--- config.mk ---
export PLATFORM = sky130hd
export DESIGN_NAME = fetch_unit
export DESIGN_NICKNAME = d
export VERILOG_FILES = /design/src/rtl/fetch_pkg.sv /design/src/rtl/fetch_queue.sv /design/src/rtl/fetch_unit.sv
export SDC_FILE = /design/constraint.sdc
export NUM_CORES = 1
export LEC_CHECK = 0
export CORE_MARGIN = 5
export CORE_UTILIZATION = 45
export DETAILED_ROUTE_END_ITERATION = 8
export GPL_TIMING_DRIVEN = 1
export PLACE_DENSITY_LB_ADDON = 0.12
export SETUP_SLACK_MARGIN = 0.2
export SYNTH_ARGS = -nofsm -noshare
export SYNTH_HDL_FRONTEND = slang
export SYNTH_SLANG_ARGS = --single-unit
--- constraint.sdc ---
create_clock -name clk -period 8 [get_ports clk]
set_input_delay 0.8 -clock clk [delete_from_list [all_inputs] [get_ports clk]]
set_output_delay 0.8 -clock clk [all_outputs]
set_load 0.01 [all_outputs]
--- src/rtl/fetch_pkg.sv ---
`default_nettype none
// +--------------------------------------------------------------+
// | fetch_pkg : opcode constant, J-immediate decode, queue entry |
// | Rev 1.0                                                      |
// +--------------------------------------------------------------+
package fetch_pkg;

  localparam int unsigned FETCH_XLEN = 32;
  localparam logic [6:0]  OP_JAL     = 7'b1101111;

  typedef struct packed {
    logic [FETCH_XLEN-1:0] instr;
    logic [FETCH_XLEN-1:0] pc;
    logic                  pred_taken;
  } fetch_entry_t;

  // Byte offset encoded in a JAL word; bit 20 is the sign.
  function automatic logic [20:0] j_imm(input logic [31:0] w);
    return {w[31], w[19:12], w[20], w[30:21], 1'b0};
  endfunction

endpackage
`default_nettype wire

--- src/rtl/fetch_queue.sv ---
`default_nettype none
// +--------------------------------------------------------------+
// | fetch_queue : registered prefetch FIFO with flush, no bypass |
// | Rev 1.0                                                      |
// +--------------------------------------------------------------+
module fetch_queue
  import fetch_pkg::*;
#(
  parameter int unsigned DEPTH = 4
)(
  input  logic                   clk,
  input  logic                   rst_n,
  input  logic                   i_flush,
  input  logic                   i_push,
  input  fetch_entry_t           i_data,
  input  logic                   i_pop,
  output fetch_entry_t           o_head,
  output logic                   o_valid,
  output logic [$clog2(DEPTH):0] o_count
);

  localparam int unsigned c_AW = $clog2(DEPTH);

  fetch_entry_t    r_mem [DEPTH];
  logic [c_AW-1:0] r_rd_ptr;
  logic [c_AW-1:0] r_wr_ptr;
  logic [c_AW:0]   r_count;
  logic            w_do_pop;

  assign w_do_pop = i_pop && (r_count != '0);

  always_ff @(posedge clk or negedge rst_n) begin
    if (!rst_n) begin
      r_rd_ptr <= '0;
      r_wr_ptr <= '0;
      r_count  <= '0;
    end else if (i_flush) begin
      r_rd_ptr <= '0;
      r_wr_ptr <= '0;
      r_count  <= '0;
    end else begin
      if (i_push)   r_wr_ptr <= r_wr_ptr + 1'b1;
      if (w_do_pop) r_rd_ptr <= r_rd_ptr + 1'b1;
      case ({i_push, w_do_pop})
        2'b10:   r_count <= r_count + 1'b1;
        2'b01:   r_count <= r_count - 1'b1;
        default: r_count <= r_count;
      endcase
    end
  end

  always_ff @(posedge clk) begin
    if (i_push && !i_flush) r_mem[r_wr_ptr] <= i_data;
  end

  assign o_head  = r_mem[r_rd_ptr];
  assign o_valid = (r_count != '0);
  assign o_count = r_count;

endmodule
`default_nettype wire

--- src/rtl/fetch_unit.sv ---
`default_nettype none
// +--------------------------------------------------------------+
// | fetch_unit : credit-based instruction prefetch with redirect |
// | Optional JAL prediction: FETCH_JAL_PREDICT_EN.  Rev 1.0      |
// +--------------------------------------------------------------+
module fetch_unit
  import fetch_pkg::*;
#(
  parameter int unsigned     XLEN     = 32,
  parameter int unsigned     DEPTH    = 4,
  parameter logic [XLEN-1:0] RESET_PC = 32'h0000_0000
)(
  input  logic            clk,
  input  logic            rst_n,
  output logic            imem_req_valid,
  input  logic            imem_req_ready,
  output logic [XLEN-1:0] imem_req_addr,
  input  logic            imem_rsp_valid,
  input  logic [XLEN-1:0] imem_rsp_data,
  output logic            instr_valid,
  input  logic            instr_ready,
  output logic [XLEN-1:0] instr,
  output logic [XLEN-1:0] instr_pc,
  output logic [XLEN-1:0] instr_pc_plus_4,
  output logic            instr_pred_taken,
  input  logic            redirect_valid,
  input  logic [XLEN-1:0] redirect_pc
);

  localparam int unsigned     c_CW   = $clog2(DEPTH) + 1;
  localparam logic [XLEN-1:0] c_FOUR = XLEN'(4);

  logic [XLEN-1:0] r_pc_f;
  logic [XLEN-1:0] r_rsp_pc;
  logic [c_CW-1:0] r_outstanding;
  logic [c_CW-1:0] r_discard;

  logic [c_CW-1:0] w_q_count;
  logic [c_CW:0]   w_credit_used;
  logic [c_CW-1:0] w_outstanding_nxt;
  logic            w_q_valid;
  logic            w_req_fire;
  logic            w_rsp_accept;
  logic            w_rsp_drop;
  logic            w_pop;
  logic            w_jal_hit;
  logic [XLEN-1:0] w_jal_target;
  fetch_entry_t    w_head;
  fetch_entry_t    w_push_data;

  // Queued words plus in-flight words may never exceed the queue size.
  assign w_credit_used  = {1'b0, w_q_count} + {1'b0, r_outstanding};
  assign imem_req_valid = rst_n && !redirect_valid && (w_credit_used < DEPTH[c_CW:0]);
  assign imem_req_addr  = r_pc_f;

  assign w_req_fire   = imem_req_valid && imem_req_ready;
  assign w_rsp_drop   = imem_rsp_valid && (r_discard != '0);
  assign w_rsp_accept = imem_rsp_valid && (r_discard == '0) && !redirect_valid;
  assign w_pop        = w_q_valid && instr_ready;

  assign w_outstanding_nxt = r_outstanding
                           + {{(c_CW-1){1'b0}}, w_req_fire}
                           - {{(c_CW-1){1'b0}}, imem_rsp_valid};

`ifdef FETCH_JAL_PREDICT_EN
  logic [20:0] w_jimm;
  assign w_jimm           = j_imm(imem_rsp_data[31:0]);
  assign w_jal_hit        = w_rsp_accept && (imem_rsp_data[6:0] == OP_JAL);
  assign w_jal_target     = r_rsp_pc + {{(XLEN-21){w_jimm[20]}}, w_jimm};
  assign instr_pred_taken = w_q_valid && w_head.pred_taken;
`else
  logic w_unused_pred;
  assign w_jal_hit        = 1'b0;
  assign w_jal_target     = r_rsp_pc;
  assign instr_pred_taken = 1'b0;
  assign w_unused_pred    = w_head.pred_taken;
`endif

  // Every word already in flight when the fetch stream is steered belongs to the old path.
  always_ff @(posedge clk or negedge rst_n) begin
    if (!rst_n) begin
      r_pc_f        <= RESET_PC;
      r_rsp_pc      <= RESET_PC;
      r_outstanding <= '0;
      r_discard     <= '0;
    end else begin
      r_outstanding <= w_outstanding_nxt;
      if (redirect_valid) begin
        r_pc_f    <= {redirect_pc[XLEN-1:2], 2'b00};
        r_rsp_pc  <= {redirect_pc[XLEN-1:2], 2'b00};
        r_discard <= w_outstanding_nxt;
      end else if (w_jal_hit) begin
        r_pc_f    <= {w_jal_target[XLEN-1:2], 2'b00};
        r_rsp_pc  <= {w_jal_target[XLEN-1:2], 2'b00};
        r_discard <= w_outstanding_nxt;
      end else begin
        if (w_req_fire)   r_pc_f    <= r_pc_f + c_FOUR;
        if (w_rsp_accept) r_rsp_pc  <= r_rsp_pc + c_FOUR;
        if (w_rsp_drop)   r_discard <= r_discard - 1'b1;
      end
    end
  end

  assign w_push_data = '{instr: imem_rsp_data, pc: r_rsp_pc, pred_taken: w_jal_hit};

  fetch_queue #(
    .DEPTH (DEPTH)
  ) u_queue (
    .clk     (clk),
    .rst_n   (rst_n),
    .i_flush (redirect_valid),
    .i_push  (w_rsp_accept),
    .i_data  (w_push_data),
    .i_pop   (w_pop),
    .o_head  (w_head),
    .o_valid (w_q_valid),
    .o_count (w_q_count)
  );

  assign instr_valid     = w_q_valid;
  assign instr           = w_head.instr;
  assign instr_pc        = w_head.pc;
  assign instr_pc_plus_4 = w_head.pc + c_FOUR;

endmodule
`default_nettype wire

==> qor.yml <==
run_status:
  outcome: "finished, final reports clean"
critical_path:
  cp.required_ps: 7200
  end_kind: "output port"
  startpoint_type: "flip-flop"
  cp_top_family: "buffers and inverters"
  cp.arrival_ps: 4450
  cp_cell_sequence: "buf_4 > mux4_2 > ha_1 > nand2_1 > o22ai_1 > nand3_2 > nor3_1 > xor2_1 > clkdlybuf4s50_1"
  worst_path_max_delay_cell: "dfrtp_4"
  critical_path.max_stage_delay_ps: 890
  crit_path_max_fanout: 36
  crit_type: "flip-flop to output port"
  crit_buf_inv: 2
clock_network:
  clk_path_buf_depth: 3
  cts_buffers: 36
  postCtsSetupBuffers: 0
  htree_levels: 2
  clock_sinks: 321
  ctsResizeCount: 0
  clk_latency_ps: 510
  cts_tree: "yes"
  cts_root_buffer: "clkbuf_16"
  ctsHoldBuffers: 0
  path_clk_slew_ps: 60
power:
  irDropWorstVdd_mv: 0.157
  power_density_nw_per_um2: 291
  p_leak_nw: 5.96
  power_mw: 5.04
die:
  core_area_um2: 30600
  row_count: 64
  initial_core_util_pct: 45.5
  dieArea_um2: 34500
  die_h_um: 186
  die_x_um: 186
  io_pins: 201
layout:
  drive_gt1_share_pct: 12.9
  mostFrequentLayoutCells: "248 x edfxtp_1, 189 x clkdlybuf4s50_1, 71 x dfrtp_1"
  register_area_um2: 9280
  n_fill_cell: 2469
  diodes: 0
  area_growth_pct: 24.6
  final_common_cell: "edfxtp_1"
  fin_nets: 1175
  multi_input_area_um2: 4330
routing:
  drc: 0
  ant_nets: 0
  routed_wl_um: 31000
  wl_per_cell_um: 20.5
  vias: 8291
  vias_per_cell: 5.48
  drtPass1Iterations: 4
  first_iter_violations: 498
sta:
  grt_setup_unrepaired: "no"
  max_freq_ghz: 0.191
  relSlewSlack_pct: 35.8
  final-hold-violation-count: 0
  slew_viol_final: 0
  worst_slew_pin_slew_ps: 961
  hold_ws_ps: 313
  setup_viol: 0
  timing.final.ws_setup_ps: 2750
  period_needed_ps: 5250
  setup_tns_ps: 0
  post-route-period-util_pct: 65.6
  clock_skew_ps: 12.7
grt:
  grt_pass1_vias: 8521
  grt_first_pass_wirelength_um: 48100
  grt_use_total_pct: 17.9
  antenna_found_initial: 0
  grt_max_degree: 67
  overflow: 0
place:
  post-place-ws_ps: 3150
  hpwl_um: 19900
  portBuffers: 191
  place.gp.congestion: 0.843
hold_path:
  min_path_type: "input pin to asynchronous set/reset pin"
flow_run:
  maxCapViolations: 0
yosys:
  netlist_area_um2: 13900
  syn_avg_cell_area_um2: 15.7
  synth-edff-count: 248
  synth_seq_cells: 321
  ys.flop_type: "edfxtp_1"
  synth-seq-area-share_pct: 66.7
  async_flop_share_pct: 22.7
  synth.distinct_cells: 55
  ys_warn_count: 0
  netlist_instances: 887
[cells in the mapped netlist, types with 7 or more instances]
cell type,n,area share (%)
nand4_1,25,1.1
buf_4,10,0.54
buf_2,7,0.25
and4_1,12,0.76
inv_1,21,0.57
clkbuf_1,22,0.59
nand2_1,68,1.8
and3_1,28,1.3
nand3_1,32,1.2
mux4_1,8,1.5
and2_1,8,0.36
o211ai_1,11,0.59
o21ai_0,45,1.6
nor2_1,22,0.59
xor2_1,37,2.3
edfxtp_1,248,54
dfrtp_1,73,13
nor4_1,7,0.31
a31oi_1,7,0.31
a21oi_1,13,0.47
nor3_1,17,0.61
ha_1,13,1.2
xnor2_1,32,2.0
mux4_2,54,8.7
mux2_2,7,0.57
[cells by family (layout without fill, tap and decap cells)]
logic type	after synthesis	count (layout)	synth area share, %
other	1	7	0.0270
adder cells (fa/ha/maj)	15	15	1.46
multiplexers	73	73	11.1
AND/OR/NAND/NOR	250	250	10.0
buffers and inverters	67	291	2.39
flip-flops	321	321	66.7
AO/OA/AOI/OAI	91	91	3.93
XOR/XNOR	69	69	4.35
[flip-flops by register name, summed over array words and instances (netlist names)]
| signal | flops |
|---|---|
| u_queue.r_mem | 248 |
| imem_req_addr | 30 |
| r_rsp_pc | 30 |
| r_discard | 3 |
| r_outstanding | 3 |
| u_queue.o_count | 3 |
| u_queue.r_rd_ptr | 2 |
| u_queue.r_wr_ptr | 2 |
[metal layers]
| metal | vias up | global-route usage, % | share of wire [%] |
|---|---|---|---|
| met4 | 0 | 4.11 | 1.5 |
| met3 | 35 | 3.63 | 6.6 |
| met5 | - | 0 | 0 |
| met1 | 4144 | 26.1 | 46 |
| met2 | 255 | 28.2 | 46 |
| li1 | 3857 | - | - |
[path summary, 6_finish.rpt]
path / startpoint / endpoint / slack (ps) / depth (start not counted)
max in group asynchronous: rst_n / u_queue.r_rd_ptr[0] / 6560 / 2
worst max-delay path: u_queue.r_rd_ptr[0] / instr_pc_plus_4[16] / 2750 / 9
worst min register to register: imem_req_addr[20] / imem_req_addr[20] / 540 / 1
worst min-delay path: rst_n / imem_req_addr[25] / 310 / 1
min in group clk: imem_req_addr[20] / imem_req_addr[20] / 540 / 1
worst max register to register: u_queue.o_count[2] / r_discard[2] / 4340 / 13
[layout make-up]
| type | count | area share [%] |
|---|---|---|
| well taps | 396 | 2.86 |
| clock buffers | 48 | 5.76 |
| repair buffers | 205 | 11.6 |
| flip-flops and latches | 321 | 53.6 |
| multi-input cells | 505 | 25.0 |
| clock inverters | 17 | 0.802 |
| inverters | 21 | 0.455 |
[worst register-to-register path, cell delays in order (launching register included)]
cell     delay (ps)
dfrtp_1         420
ha_1            280
nor4b_1         280
and4_1          230
buf_4           280
inv_1           490
ha_1            470
inv_1            40
ha_1            180
fa_1            380
xnor2_1         140
xnor2_1         200
nand2_1          80
o21ai_0         100
[metrics by stage]
stage,util [%],instances,cell area [µm²]
6_report,56.6,1513,17300
3_5_place_dp,52.9,1448,16200
5_1_grt,56.6,1513,17300
3_3_place_gp,52.9,1448,16200
4_1_cts,56.6,1513,17300
2_1_floorplan,-,893,13900
[power by group]
part           leakage, nW  switching (mW)  internal [mW]
clock                0.553           0.628          0.941
combinational         2.28           0.625          0.756
sequential            3.12           0.165           1.92
total                 5.96            1.42           3.62
Power figures use the tool's default switching activity.
==> RTL edit 1 (config.mk and constraints unchanged) <==
Add a define of `FETCH_JAL_PREDICT_EN`.
--- a/src/rtl/fetch_unit.sv
+++ b/src/rtl/fetch_unit.sv
@@ -3,6 +3,8 @@
 // | fetch_unit : credit-based instruction prefetch with redirect |
 // | Optional JAL prediction: FETCH_JAL_PREDICT_EN.  Rev 1.0      |
 // +--------------------------------------------------------------+
+`define FETCH_JAL_PREDICT_EN
+
 module fetch_unit
   import fetch_pkg::*;
 #(
Function: changed (Yosys sat finds a counterexample within 4 cycles, from zero or initial values and one cycle with rst_n low).
==> RTL edit 1 against the original RTL <==
- largest cell class unchanged
- sequential cell count is 4 higher
- design area is 14% higher
- setup slack better by 110 ps
- power is 11% higher
- synthesized area is 17% higher
- clock power is 8% higher
- sequential power is 5% higher
- routed wire length is 34% higher
==> RTL edit 1: results (changes against the original RTL) <==
largest family of logic cells by synthesized area -> simple AND/OR/NAND/NOR gates (was multiplexers)
EDFF count, synth -> 252 (was 248)
outcome -> finished, final reports clean (unchanged)
Worst EP arrival -> 4330 ps (was 4450 ps)
M1 GR Usage -> 31.2% (was 26.1%)
reg2reg end -> r_rsp_pc[29] (was r_discard[2])
synth top area cells -> edfxtp_1, dfrtp_1, mux4_2, ha_1, xnor2_1 (was edfxtp_1, dfrtp_1, mux4_2, xor2_1, xnor2_1)
Adder-Cell Fraction of Synth Area -> 3.61% (was 1.46%)
TAP cells -> 461 (was 396)
Non-clk invs -> 32 (was 21)
Max rail drop VDD -> 0.142 mV (was 0.157 mV)
delay-heaviest family, CP -> simple AND/OR/NAND/NOR gates (was buffers and inverters)
Post-synth ARST share -> 22.5% (was 22.7%)
Slowest-stage cell, CP -> dfrtp_2 (was dfrtp_4)
share of layout cells above drive strength 1 -> 10.6% (was 12.9%)
Tot GR Track Use -> 20.7% (was 17.9%)
Non-clk bufs -> 207 (was 205)
Nets -> 1558 (was 1175)
GRT met3 Usage -> 3.29% (was 3.63%)
Clk. pwr -> 1700 uW (was 1570 uW)
crit path capture -> instr_pc_plus_4[26] (was instr_pc_plus_4[16])
worst reg-to-reg path cell count -> 11 (was 13)
Non-Filler Instances -> 1928 (was 1513)
Pwr Density -> 283 mW/mm^2 (was 291 mW/mm^2)
M1 wire length -> 19.5 mm (was 14.1 mm)
total number of clock tree sinks -> 325 (was 321)
global-route wire length before repair -> 64.2 mm (was 48.1 mm)
initial antenna violation count -> 1 (was 0)
WL met3 -> 2.55 mm (was 2.04 mm)
CP Launch Point -> u_queue.r_rd_ptr[1] (was u_queue.r_rd_ptr[0])
Final Cell Area -> 0.0197 sq mm (was 0.0173 sq mm)
met2 WL -> 18.7 mm (was 14.3 mm)
Layout clock area frac -> 6.14% (was 6.56%)
Final HPWL DP -> 28.1 mm (was 19.9 mm)
Port Buffer Count -> 192 (was 191)
Seq. pwr -> 2200 uW (was 2090 uW)
grt met2 use -> 31.9% (was 28.2%)
Placement Cell Area -> 0.0185 sq mm (was 0.0162 sq mm)
FF+latch area -> 0.00940 sq mm (was 0.00928 sq mm)
sequential area share after synthesis -> 57.9% (was 66.7%)
pin count of the biggest net entering global routing -> 65 (was 67)
pre-CTS WS -> 3330 ps (was 3150 ps)
multiplexer share of the synthesized area -> 9.05% (was 11.1%)
vias in the first global route -> 11200 (was 8521)
First-pass DRT Iterations -> 5 (was 4)
Via density -> 5.79 (was 5.48)
Max Clock Freq -> 195 MHz (was 191 MHz)
Synth Area in XOR/XNOR -> 4.81% (was 4.35%)
number of DRC markers in iteration 0 -> 822 (was 498)
==> RTL edit 1: changes by cell type in the layout (fill, tap and decap cells not counted), moves of 7 or more <==
cell | unedited run | this run
xnor2_1 | 32 | 57
o31ai_1 | 2 | 13
ha_1 | 13 | 42
a22oi_1 | 0 | 13
nand3_1 | 32 | 44
a31oi_1 | 7 | 16
o21ai_0 | 45 | 68
and4_1 | 12 | 5
nor2_1 | 22 | 85
nand2_1 | 68 | 105
mux2_2 | 7 | 0
a21o_1 | 0 | 13
inv_1 | 21 | 31
a21oi_1 | 13 | 75
==> RTL edit 1: cells by family (layout without fill, tap and decap cells) <==
| kind of cell | Yosys count | after routing |
|---|---|---|
| xor+xnor | 89 | 89 |
| mux | 66 | 66 |
| other cells | 2 | 7 |
| buf+inv | 95 | 301 |
| simple gates | 360 | 360 |
| fa+ha+maj | 45 | 45 |
| flops | 325 | 325 |
| compound gates | 274 | 274 |
==> RTL edit 2 (config.mk and constraints unchanged) <==
Without the edit above. Make the reset (`rst_n`) synchronous in 2 clocked blocks.
--- a/src/rtl/fetch_queue.sv
+++ b/src/rtl/fetch_queue.sv
@@ -29,7 +29,7 @@
 
   assign w_do_pop = i_pop && (r_count != '0);
 
-  always_ff @(posedge clk or negedge rst_n) begin
+  always_ff @(posedge clk) begin
     if (!rst_n) begin
       r_rd_ptr <= '0;
       r_wr_ptr <= '0;
--- a/src/rtl/fetch_unit.sv
+++ b/src/rtl/fetch_unit.sv
@@ -77,7 +77,7 @@
 `endif
 
   // Every word already in flight when the fetch stream is steered belongs to the old path.
-  always_ff @(posedge clk or negedge rst_n) begin
+  always_ff @(posedge clk) begin
     if (!rst_n) begin
       r_pc_f        <= RESET_PC;
       r_rsp_pc      <= RESET_PC;
Formal check against the unedited RTL: differs if rst_n is asserted again (counterexample within 4 cycles, from zero or initial values and one cycle with rst_n low); with rst_n held inactive, the same outputs for 4 cycles.
==> RTL edit 2 against the original RTL <==
- synthesized area is 1.2% lower
- non-clock buffer count fell by 1
- core utilization shrank 0.25 points
- sequential cell count grew 2
- routed wire length down 2.2%
- sequential share of layout area fell by 1.2 points
- setup slack gained 400 ps
- register-to-register slack improved by 340 ps
- first-iteration DRC count increased by 3.6%
- design area down 1.2%
- critical path type unchanged
- critical endpoint is now instr_pc_plus_4[29]
- largest cell class unchanged
Power is not compared: it rests on default switching activity, and its combinational part moved more than twofold at a synthesized area within 25%.
==> RTL edit 2: results (changes against the original RTL) <==
outcome -> finished, final reports clean (unchanged)
pre-CTS WS -> 3540 ps (was 3150 ps)
Post-synth ARST share -> 0% (was 22.7%)
Worst Path Max Fanout -> 33 (was 36)
Top reg by flops -> u_queue.r_mem (unchanged)
leakage -> 0.00546 uW
Tot GR Track Use -> 17.5% (was 17.9%)
Net Sw Frac -> 22.6%
HP Class -> flop to flop (was primary input to asynchronous set/reset pin)
routability cong. -> 0.791 (was 0.843)
Final HPWL DP -> 19.6 mm (was 19.9 mm)
Critical Path Max Stage Delay -> 960 ps (was 890 ps)
Worst-Margin Slew -> 976 ps (was 961 ps)
Non-Filler Instances -> 1542 (was 1513)
Largest register FFs -> 248 (unchanged)
Inserted Clock Buffers -> 35 (was 36)
clock skew -> 14.3 ps (was 12.7 ps)
Worst EP arrival -> 4040 ps (was 4450 ps)
post_cts resized -> 0 (unchanged)
vias in the first global route -> 8367 (was 8521)
sequential area share after synthesis -> 65.1% (was 66.7%)
Max rail drop VDD -> 0.147 mV
share of layout cells above drive strength 1 -> 12.7% (was 12.9%)
synth top area cells -> edfxtp_1, dfxtp_1, mux4_2, xnor2_1, a21oi_1 (was edfxtp_1, dfrtp_1, mux4_2, xor2_1, xnor2_1)
First-pass DRT Iterations -> 5 (was 4)
initial antenna violation count -> 0 (unchanged)
Max clock buf depth -> 3 (unchanged)
fill count -> 2482 (was 2469)
Diodes inserted -> 0 (unchanged)
H-tree Lvls -> 2 (unchanged)
Nets -> 1209 (was 1175)
pin count of the biggest net entering global routing -> 63 (was 67)
global-route wire length before repair -> 47.5 mm (was 48.1 mm)
number of DRC markers in iteration 0 -> 516 (was 498)
Pwr Density -> 231 mW/mm^2
list of most frequent post-synthesis cells -> edfxtp_1, dfxtp_1, mux4_2 (was edfxtp_1, dfrtp_1, nand2_1)
Routed WL -> 30.3 mm (was 31.0 mm)
Syn Area/Cell -> 14.8 sq um (was 15.7 sq um)
Via density -> 5.46 (was 5.48)
Slowest-stage cell, CP -> dfxtp_2 (was dfrtp_4)
Clk. pwr -> 1550 uW
Synth Warn # -> 0 (unchanged)
post-CTS setup buffer count -> 0 (unchanged)
Placement Cell Area -> 0.0160 sq mm (was 0.0162 sq mm)
RTL edit 2: cell count changes in the layout (fill, tap and decap cells not counted), moves of 8 or more:
cell and change:
mux4_2 +8, xor2_1 -18, a31oi_1 +12, o21ai_0 -9
a211oi_1 +8, a21oi_1 +28, mux4_1 -8, xnor2_1 +21
nand2_1 -15, dfrtp_1 -71, and3_1 -14, dfxtp_1 +73
nor2_1 +19
RTL edit 2: worst paths after layout:
check / depth (start not counted) / slack (ps) / startpoint / end
hold / removal: 2 / 520 / u_queue.o_count[2] / u_queue.o_count[2]
hold reg to reg: 2 / 520 / u_queue.o_count[2] / u_queue.o_count[2]
setup / recovery: 7 / 3160 / flop / instr_pc_plus_4[29]
setup reg to reg: 14 / 4680 / r_outstanding[2] / r_discard[2]
RTL edit 2: kinds of logic after synthesis:
group	synth area share [%]
AO/OA/AOI/OAI	5.23
multiplexers	10.5
AND/OR/NAND/NOR	10.5
adder cells (fa/ha/maj)	1.57
flip-flops	65.1
other	0.0273
buffers and inverters	2.56
XOR/XNOR	4.59
RTL edit 2: cell type report:
type / instances / share of cell area [%]
clock buffers: 43 / 5.54
clock inverters: 17 / 0.885
inverters: 20 / 0.439
multi-input cells: 539 / 26.2
flip-flops and latches: 323 / 52.3
well taps: 396 / 2.90
repair buffers: 204 / 11.7
RTL edit 2: routing by layer:
layer	vias to the layer above	track usage, %	wire [um]	share of wire, %
met1	4134	26.6	14300	47
met2	275	26.7	13600	45
met4	0	3.44	391	1.3
met3	33	3.36	2010	6.6
li1	3984	-	-	-
met5	-	0	0	0
RTL edit 2: through the flow:
step	utilization (%)	hold slack (ps)
floorplan	-	470
global placement	52.8	499
detailed placement	52.8	502
CTS	56.4	517
global route	56.4	558
finish	56.4	518
